File: config.mk
export PLATFORM = sky130hd
export DESIGN_NAME = decodor_pwm_flat
export DESIGN_NICKNAME = d
export VERILOG_FILES = /design/src/rtl/decodor_pwm_pkg.sv /design/src/rtl/decodor_pwm_if.sv /design/src/rtl/decodor_pwm_numarator.sv /design/src/rtl/decodor_pwm.sv /design/src/flat_wrapper.sv
export SDC_FILE = /design/constraint.sdc
export NUM_CORES = 1
export LEC_CHECK = 0
export ABC_AREA = 1
export ABC_CLOCK_PERIOD_IN_PS = 3900
export CORE_ASPECT_RATIO = 0.7
export CORE_UTILIZATION = 62
export CTS_CLUSTER_SIZE = 30
export DETAILED_ROUTE_END_ITERATION = 16
export PLACE_DENSITY = 0.93
export RECOVER_POWER = 25
export SYNTH_ARGS = -nofsm -noshare
export SYNTH_HDL_FRONTEND = slang
export SYNTH_SLANG_ARGS = --single-unit
export TNS_END_PERCENT = 50
File: constraint.sdc
create_clock -name clock -period 3.9 [get_ports clock]
set_input_delay 0.39 -clock clock [delete_from_list [all_inputs] [get_ports clock]]
set_output_delay 0.39 -clock clock [all_outputs]
set_load 0.01 [all_outputs]
File: src/rtl/decodor_pwm_pkg.sv
// decodor_pwm_pkg: shared BCD widths, FSM encodings and defaults for the PWM decoder.
package decodor_pwm_pkg;
  localparam int DIGIT_W = 4;
  localparam int BCD_W = 3 * DIGIT_W;
  localparam int PER_W = 11;
  localparam logic [BCD_W-1:0] BCD_MAX = 12'h999;
  localparam int PERIOD_DEF = 1000;
  localparam int TIMEOUT_DEF = 1100;
  typedef enum logic [1:0] {IDLE = 2'd0, HIGH = 2'd1, LOW = 2'd2} stare_t;
  function automatic logic [BCD_W-1:0] bcd_inc_sat(input logic [BCD_W-1:0] v);
    logic [BCD_W-1:0] r;
    r = v;
    if (v != BCD_MAX) begin
      r[3:0] = (v[3:0] == 4'd9) ? 4'd0 : v[3:0] + 4'd1;
      r[7:4] = (v[3:0] != 4'd9) ? v[7:4] : (v[7:4] == 4'd9) ? 4'd0 : v[7:4] + 4'd1;
      r[11:8] = (v[7:0] != 8'h99) ? v[11:8] : v[11:8] + 4'd1;
    end
    return r;
  endfunction
endpackage

File: src/rtl/decodor_pwm_if.sv
// decodor_pwm_if: PWM line in, measured duty/period/status out.
interface decodor_pwm_if;
  import decodor_pwm_pkg::*;
  logic pwm_in;
  logic [BCD_W-1:0] factor_PWM_out;
  logic [PER_W-1:0] perioada_out;
  logic valid;
  logic static_line;
  logic err_perioada;
  modport master (output pwm_in, input factor_PWM_out, perioada_out, valid, static_line, err_perioada);
  modport slave (input pwm_in, output factor_PWM_out, perioada_out, valid, static_line, err_perioada);
endinterface

File: src/rtl/decodor_pwm_numarator.sv
// numarator_bcd_sat: 3-digit BCD counter with clear, enable and saturation at 999.
module numarator_bcd_sat
  import decodor_pwm_pkg::*;
(
  input  logic             clk,
  input  logic             rst,
  input  logic             clr_i,
  input  logic             en_i,
  output logic [BCD_W-1:0] q_o
);
  logic [BCD_W-1:0] q_q, q_d;
  always_comb q_d = clr_i ? '0 : en_i ? bcd_inc_sat(q_q) : q_q;
  always_ff @(posedge clk) q_q <= rst ? '0 : q_d;
  assign q_o = q_q;
endmodule

File: src/rtl/decodor_pwm.sv
// decodor_pwm: measures PWM high time as a BCD duty factor plus period and status flags.
module decodor_pwm
  import decodor_pwm_pkg::*;
#(
  parameter int PERIOD = PERIOD_DEF,
  parameter int TIMEOUT = TIMEOUT_DEF
) (
  input logic          clock,
  input logic          reset,
  decodor_pwm_if.slave bus
);
  localparam int IDLE_W = $clog2(TIMEOUT + 1);
  stare_t state_q, state_d;
  logic [2:0] sync_q;
  logic s, rise, fall, tmo, publish, latch, bcd_en, per_sat;
  logic [IDLE_W-1:0] idle_q, idle_d;
  logic [PER_W-1:0] per_q, per_d, per_out_q, per_out_d;
  logic [BCD_W-1:0] bcd, hold_q, hold_d, fac_q, fac_d;
  logic valid_q, valid_d, stat_q, stat_d, err_q, err_d;
  assign s = sync_q[1];
  assign rise = sync_q[1] & ~sync_q[2];
  assign fall = ~sync_q[1] & sync_q[2];
  // any edge resets the idle count, so a rise always beats a coincident timeout
  assign tmo = ~(rise | fall) & (idle_q == IDLE_W'(TIMEOUT - 1));
  assign per_sat = &per_q;
  always_ff @(posedge clock) state_q <= reset ? IDLE : state_d;
  always_comb state_d = rise ? HIGH : tmo ? IDLE : (state_q == HIGH && fall) ? LOW : state_q;
  always_comb begin
    bcd_en = state_q == HIGH && s;
    latch = state_q == HIGH && fall;
    publish = state_q == LOW && rise;
  end
  numarator_bcd_sat u_bcd (
    .clk  (clock),
    .rst  (reset),
    .clr_i(rise),
    .en_i (bcd_en),
    .q_o  (bcd)
  );
  always_comb begin
    idle_d = (rise | fall) ? '0 : (idle_q == IDLE_W'(TIMEOUT)) ? idle_q : idle_q + 1'b1;
    per_d = rise ? PER_W'(1) : (state_q != IDLE && !per_sat) ? per_q + 1'b1 : per_q;
    hold_d = latch ? bcd : hold_q;
    fac_d = publish ? hold_q : tmo ? (s ? BCD_MAX : '0) : fac_q;
    per_out_d = publish ? per_q : tmo ? '0 : per_out_q;
    err_d = publish ? (per_sat || per_q != PER_W'(PERIOD)) : tmo ? 1'b0 : err_q;
    stat_d = publish ? 1'b0 : tmo ? 1'b1 : stat_q;
    valid_d = publish | tmo;
  end
  always_ff @(posedge clock) begin
    if (reset) begin
      sync_q <= '0;
      idle_q <= '0;
      per_q <= '0;
      hold_q <= '0;
      fac_q <= '0;
      per_out_q <= '0;
      err_q <= 1'b0;
      stat_q <= 1'b0;
      valid_q <= 1'b0;
    end else begin
      sync_q <= {sync_q[1:0], bus.pwm_in};
      idle_q <= idle_d;
      per_q <= per_d;
      hold_q <= hold_d;
      fac_q <= fac_d;
      per_out_q <= per_out_d;
      err_q <= err_d;
      stat_q <= stat_d;
      valid_q <= valid_d;
    end
  end
  assign bus.factor_PWM_out = fac_q;
  assign bus.perioada_out = per_out_q;
  assign bus.valid = valid_q;
  assign bus.static_line = stat_q;
  assign bus.err_perioada = err_q;
endmodule

File: src/flat_wrapper.sv
// flat-port wrapper written by rule: the top's interface ports become plain ports
module decodor_pwm_flat import decodor_pwm_pkg::*;
#(
  parameter int PERIOD = PERIOD_DEF,
  parameter int TIMEOUT = TIMEOUT_DEF
)
  (clock, reset, bus_pwm_in, bus_factor_PWM_out, bus_perioada_out, bus_valid, bus_static_line, bus_err_perioada);
  decodor_pwm_if bus_i ();
  input logic clock;
  input logic reset;
  input wire logic [$bits(bus_i.pwm_in)-1:0] bus_pwm_in;
  output wire logic [$bits(bus_i.factor_PWM_out)-1:0] bus_factor_PWM_out;
  output wire logic [$bits(bus_i.perioada_out)-1:0] bus_perioada_out;
  output wire logic [$bits(bus_i.valid)-1:0] bus_valid;
  output wire logic [$bits(bus_i.static_line)-1:0] bus_static_line;
  output wire logic [$bits(bus_i.err_perioada)-1:0] bus_err_perioada;
  assign bus_i.pwm_in = bus_pwm_in;
  assign bus_factor_PWM_out = bus_i.factor_PWM_out;
  assign bus_perioada_out = bus_i.perioada_out;
  assign bus_valid = bus_i.valid;
  assign bus_static_line = bus_i.static_line;
  assign bus_err_perioada = bus_i.err_perioada;
  decodor_pwm #(.PERIOD(PERIOD), .TIMEOUT(TIMEOUT)) u_core (.clock(clock), .reset(reset), .bus(bus_i));
endmodule
Yosys cells after proc, flatten, opt, wreduce, memory -nomap -nowiden
Index checks and enable logic that the tools add are counted.
- add/sub/neg operators: 5
- muxes and demuxes: 14
- equal/unequal tests: 10
- bitwise operators: 10
- reduce and logical (&&, ||, !) cells: 18
- operators by type and width (operator ; count):
    2-to-1 mux 12 bit ; 3
    adder 11 x 1 -> 11 bit (second input constant) ; 2
    equality test 11 bit (second input constant) ; 2
    2-to-1 mux 11 bit ; 2
    adder 4 x 1 -> 4 bit (second input constant) ; 3
    inequality test 12 bit (second input constant) ; 1
    inequality test 11 x 10 -> 1 bit (second input constant) ; 1
    AND reduction 11 bit ; 1
    equality test 4 bit (second input constant) ; 2
    2-to-1 mux 4 bit ; 2
    inequality test 8 bit (second input constant) ; 1
    2-to-1 mux 1 bit ; 7
    AND reduction 3 bit ; 2
    nonzero test 2 bit ; 3
    OR reduction 2 bit ; 3
    NOT 1 bit ; 5
    logical AND 1 bit ; 4
    inequality test 4 bit (second input constant) ; 1
    AND 1 bit ; 3
    nonzero test 3 bit ; 1
    OR reduction 3 bit ; 1
    equality test 2 x 1 -> 1 bit (second input constant) ; 1
    equality test 2 bit (second input constant) ; 1
    OR 1 bit ; 2
    other kinds (3) ; 3
- logic and storage cells: 72
- register bits: 77
- input port bits: 3

Longest topological paths before layout
- word-level depth: 7
- gate-level depth with buffers: 10
- mapped depth without buffers: 9

By module
Synthesis repeated with hierarchy kept, for this count alone.
- cells, all modules: 510
- area, all modules: 3623.5 µm²
- modules (own cells, without submodules) (module ; cells each ; area an instance (µm²) ; sequential area each (µm²) ; times used):
    decodor_pwm ; 391 ; 2879.0 ; 1301.2 ; 1
    numarator_bcd_sat ; 119 ; 744.5 ; 240.2 ; 1

Least setup slack after synthesis
Ideal clock, no wire load.
- path type: reg-to-reg
- start: reg u_core.sync_q[1]
- end: reg u_core.per_out_q[10] (netlist: u_core.bus.perioada_out[10])
- required time: 3.766 ns
- clock period less this slack: 1.508 ns
- data arrival time: 1.374 ns
- stages on the path, launching flop included: 9
- setup slack: 2.392 ns
- buffers on the path: 1
- cell sequence: dfxtp_1 -> inv_1 -> ha_1 -> nand2_1 -> nor3_4 -> nand3_4 -> buf_6 -> nand3_1 -> a21oi_1
- cells in the longest elaborated chain, start to end: 6
- RTL lines (element ; RTL line ; RTL):
    from (decl) ; decodor_pwm.sv:14 ; logic [2:0] sync_q;
    from (signal assigned) ; decodor_pwm.sv:62 ; sync_q <= {sync_q[1:0], bus.pwm_in};
    NOT 1 bit ; decodor_pwm.sv:22 ; assign fall = ~sync_q[1] & sync_q[2];
    AND 1 bit ; decodor_pwm.sv:22 ;
    OR 1 bit ; decodor_pwm.sv:24 ; assign tmo = ~(rise | fall) & (idle_q == IDLE_W'(TIMEOUT - 1));
    NOT 1 bit ; decodor_pwm.sv:24 ;
    AND 1 bit ; decodor_pwm.sv:24 ;
    nonzero test 2 bit (no line) ; - ;
    to (signal assigned) ; decodor_pwm.sv:67 ; per_out_q <= per_out_d;
    to (decl) ; decodor_pwm.sv:17 ; logic [PER_W-1:0] per_q, per_d, per_out_q, per_out_d;
Parallel ways exist; a longest one is shown, timed or not.
A chain may end at the register's enable or synchronous reset.

Final worst setup path
- start: in reset
- end: reg u_core.state_q[1]
- cells in the longest elaborated chain, start to end: 1
- RTL lines (element ; RTL line ; RTL):
    from (decl) ; flat_wrapper.sv:10 ; input logic reset;
    OR reduction 3 bit (no line) ; - ;
    to (signal assigned) ; decodor_pwm.sv:26 ; always_ff @(posedge clock) state_q <= reset ? IDLE : state_d;
    to (decl) ; decodor_pwm.sv:13 ; stare_t state_q, state_d;
No other way between the ends.

==> impl_metrics.json <==
{
  "peakVddDrop_mv": 0.200,
  "htree_num_levels": 3,
  "p_sw_w": 0.000367,
  "clk_pin_slew_worst_paths_ns": 0.09,
  "path_cells": "clkdlybuf4s50_1 > clkbuf_1 > nor2_1 > inv_1 > a21oi_1 > nand2_1 > inv_1",
  "final.period_utilization": 0.741,
  "nets": 512,
  "area_growth_syn_to_layout_pct": 13.4,
  "slew_viol_final": 0,
  "relSlewSlack": 0.0463,
  "cts-buffers-inserted": 9,
  "drtAntennaViolNets": 0,
  "drive_gt1_frac": 0.0830,
  "postCtsResizedCells": 0,
  "hp-class": "reg -> reg",
  "io_buffers": 28,
  "grt_max_degree": 35,
  "yosysTopAreaCell": "dfxtp_1",
  "syn-num-nets": 488,
  "core-area_um2": 5370,
  "ys_seq_area_frac": 0.434,
  "cp_data_arrival_time_ns": 3.15,
  "crit_path_max_incr_delay_ns": 1.04,
  "synth_cell_type_count": 33,
  "layout_common_cells": "nand2_1 (102), dfxtp_1 (77), a21oi_1 (61)",
  "critPathSlowestCell": "clkbuf_1",
  "antenna_found_initial": 0,
  "status": "finished clean",
  "worst-path-max-fanout": 32,
  "fmax_ghz": 0.346,
  "cts_root_buf": "clkbuf_8",
  "power_density_nw_per_um2": 368,
  "fp-row-count": 22,
  "synth_cells": 477,
  "setup_viol": 0,
  "clk_path_buf_depth": 2,
  "critPathKind": "in -> reg",
  "switching_share": 0.248,
  "yosys.area.top_type_share": 0.434,
  "crit_path_start_kind": "primary input",
  "required_ns": 4.16,
  "via_per_inst": 5.63,
  "die_h_um": 65.3,
  "yosys-top-cells-area": "dfxtp_1 (43%), nand2_1 (11%), a21oi_1 (8.3%), nand3_1 (5.9%), inv_1 (5.4%)",
  "postCtsSetupBuffers": 0,
  "grt_first_pass_wirelength_um": 13600,
  "drc": 0,
  "tightest_slew_ns": 1.43,
  "cts.sinks": 77,
  "p_int_w": 0.00111,
  "maxCapViolCount": 0,
  "grt_usage": 0.295,
  "dp_hpwl_um": 5720,
  "routabilityCongestion": 0.889,
  "period_minus_slack_ns": 2.89,
  "grt_pass1_vias": 2873,
  "combPwrFrac": 0.038,
  "hold_viol": 0,
  "yosys_warnings": 0,
  "setup-tns-final_ns": 0,
  "synth-edff-count": 0,
  "vias": 3253,
  "ys.flop_type": "dfxtp_1",
  "avgRoutedWirePerCell_um": 14.2,
  "mostFrequentLayoutCell": "nand2_1",
  "overflow": 0,
  "cts_hold_buf": 0,
  "seqPwrFrac": 0.541,
  "power_frac_clock": 0.422,
  "io_pins": 29,
  "rsz0062_at_grt": "no",
  "final_util": 0.750,
  "first_iter_violations": 319,
  "power.static_leakage_nw": 1.40,
  "nFillCells": 373,
  "cts_tree": "yes",
  "wirelength_um": 8200,
  "dieArea_um2": 6040,
  "die_x_um": 92.4,
  "clock_skew_ns": 0.00940,
  "initial_core_util": 0.661,
  "syn_area_per_cell_um2": 7.44,
  "path_common_cell": "inv_1",
  "async_flop_share": 0,
  "ys_seq_elements": 77,
  "drtPass1Iterations": 6,
  "antenna_cells": 0,
  "syn-cell-area_um2": 3550,
  "endpoint_kind": "register",
  "clock_latency_ns": 0.36
}
## Yosys cell counts (all sizes together) (2+ instances only)
master,count
nand2,110
dfxtp,77
a21oi,63
inv,56
nand3,45
nor2,41
o21ai,28
buf,11
xor2,11
nor3,9
ha,8
nand4,7
clkbuf,5
a31oi,2
## layout make-up
cell class                 count  area [µm²]  area share
multi-input combinational    328        1700       0.421
sequential                    77        1540       0.383
timing repair buffer          29         284      0.0706
inverter                      56         210      0.0522
clock buffer                   9         124      0.0308
tap                           72        90.1      0.0224
clock inverter                 7        80.1      0.0199
## power groups by stage
stage,Sequential (W),Combinational (W),Clock [W]
after global routing,0.000802,0.0000633,0.000665
final,0.000801,0.0000556,0.000624
after detailed placement,0.000819,0.0000537,0
after floorplan,0.000817,0.0000422,0
after CTS,0.000801,0.0000554,0.000626
after global placement,0.000819,0.0000518,0
## cell families after synthesis
logic type / after synthesis / share of synthesized area
and+or+nand+nor: 214 / 0.284
adders and majority gates: 8 / 0.0282
DFF: 77 / 0.434
xor gates and xnor gates: 12 / 0.0296
AOI/OAI and AO/OA: 94 / 0.138
buffers and inverters: 72 / 0.0853
## sequential cells by signal, summed over array words and instances (netlist names)
signal / flops
u_core.bus.err_perioada: 1
u_core.bus.factor_PWM_out: 12
u_core.bus.perioada_out: 11
u_core.bus.static_line: 1
u_core.bus.valid: 1
u_core.hold_q: 12
u_core.idle_q: 11
u_core.per_q: 11
u_core.state_q: 2
u_core.sync_q: 3
u_core.u_bcd.q_o: 12
## worst max-delay path: cells and delay by family
family / cells / cell delay, ns
AND/OR/NAND/NOR: 2 / 0.56
buffers and inverters: 4 / 2.10
AO/OA/AOI/OAI: 1 / 0.08
## routing by layer
layer / vias up / GRT usage / part of all wire
met5: - / 0 / 0
met4: 0 / 0.0820 / 0.014
met3: 19 / 0.0938 / 0.097
met2: 171 / 0.436 / 0.43
met1: 1465 / 0.413 / 0.46
li1: 1598 / - / -
## stage by stage
stage	power, W	cells	instance area (µm²)	hold slack [ns]	setup WS [ns]
after detailed placement	0.000873	562	3830	0.424	1.80
after global placement	0.000870	562	3830	0.401	1.85
after global routing	0.00153	578	4030	0.434	0.865
final	0.00148	578	4030	0.424	1.01
after floorplan	0.000859	477	3550	0.388	2.39
after CTS	0.00148	578	4040	0.426	1.76
## worst paths after layout
path,cells past startpoint,slack (ns),startpoint,endpoint
hold / removal,2,0.42,u_core.sync_q[0],u_core.sync_q[1]
setup reg to reg,5,1.71,u_core.sync_q[1],u_core.hold_q[9]
hold reg to reg,2,0.42,u_core.sync_q[0],u_core.sync_q[1]
setup / recovery,7,1.01,reset,u_core.state_q[1]
No activity file was read; power rests on OpenSTA's default activity.
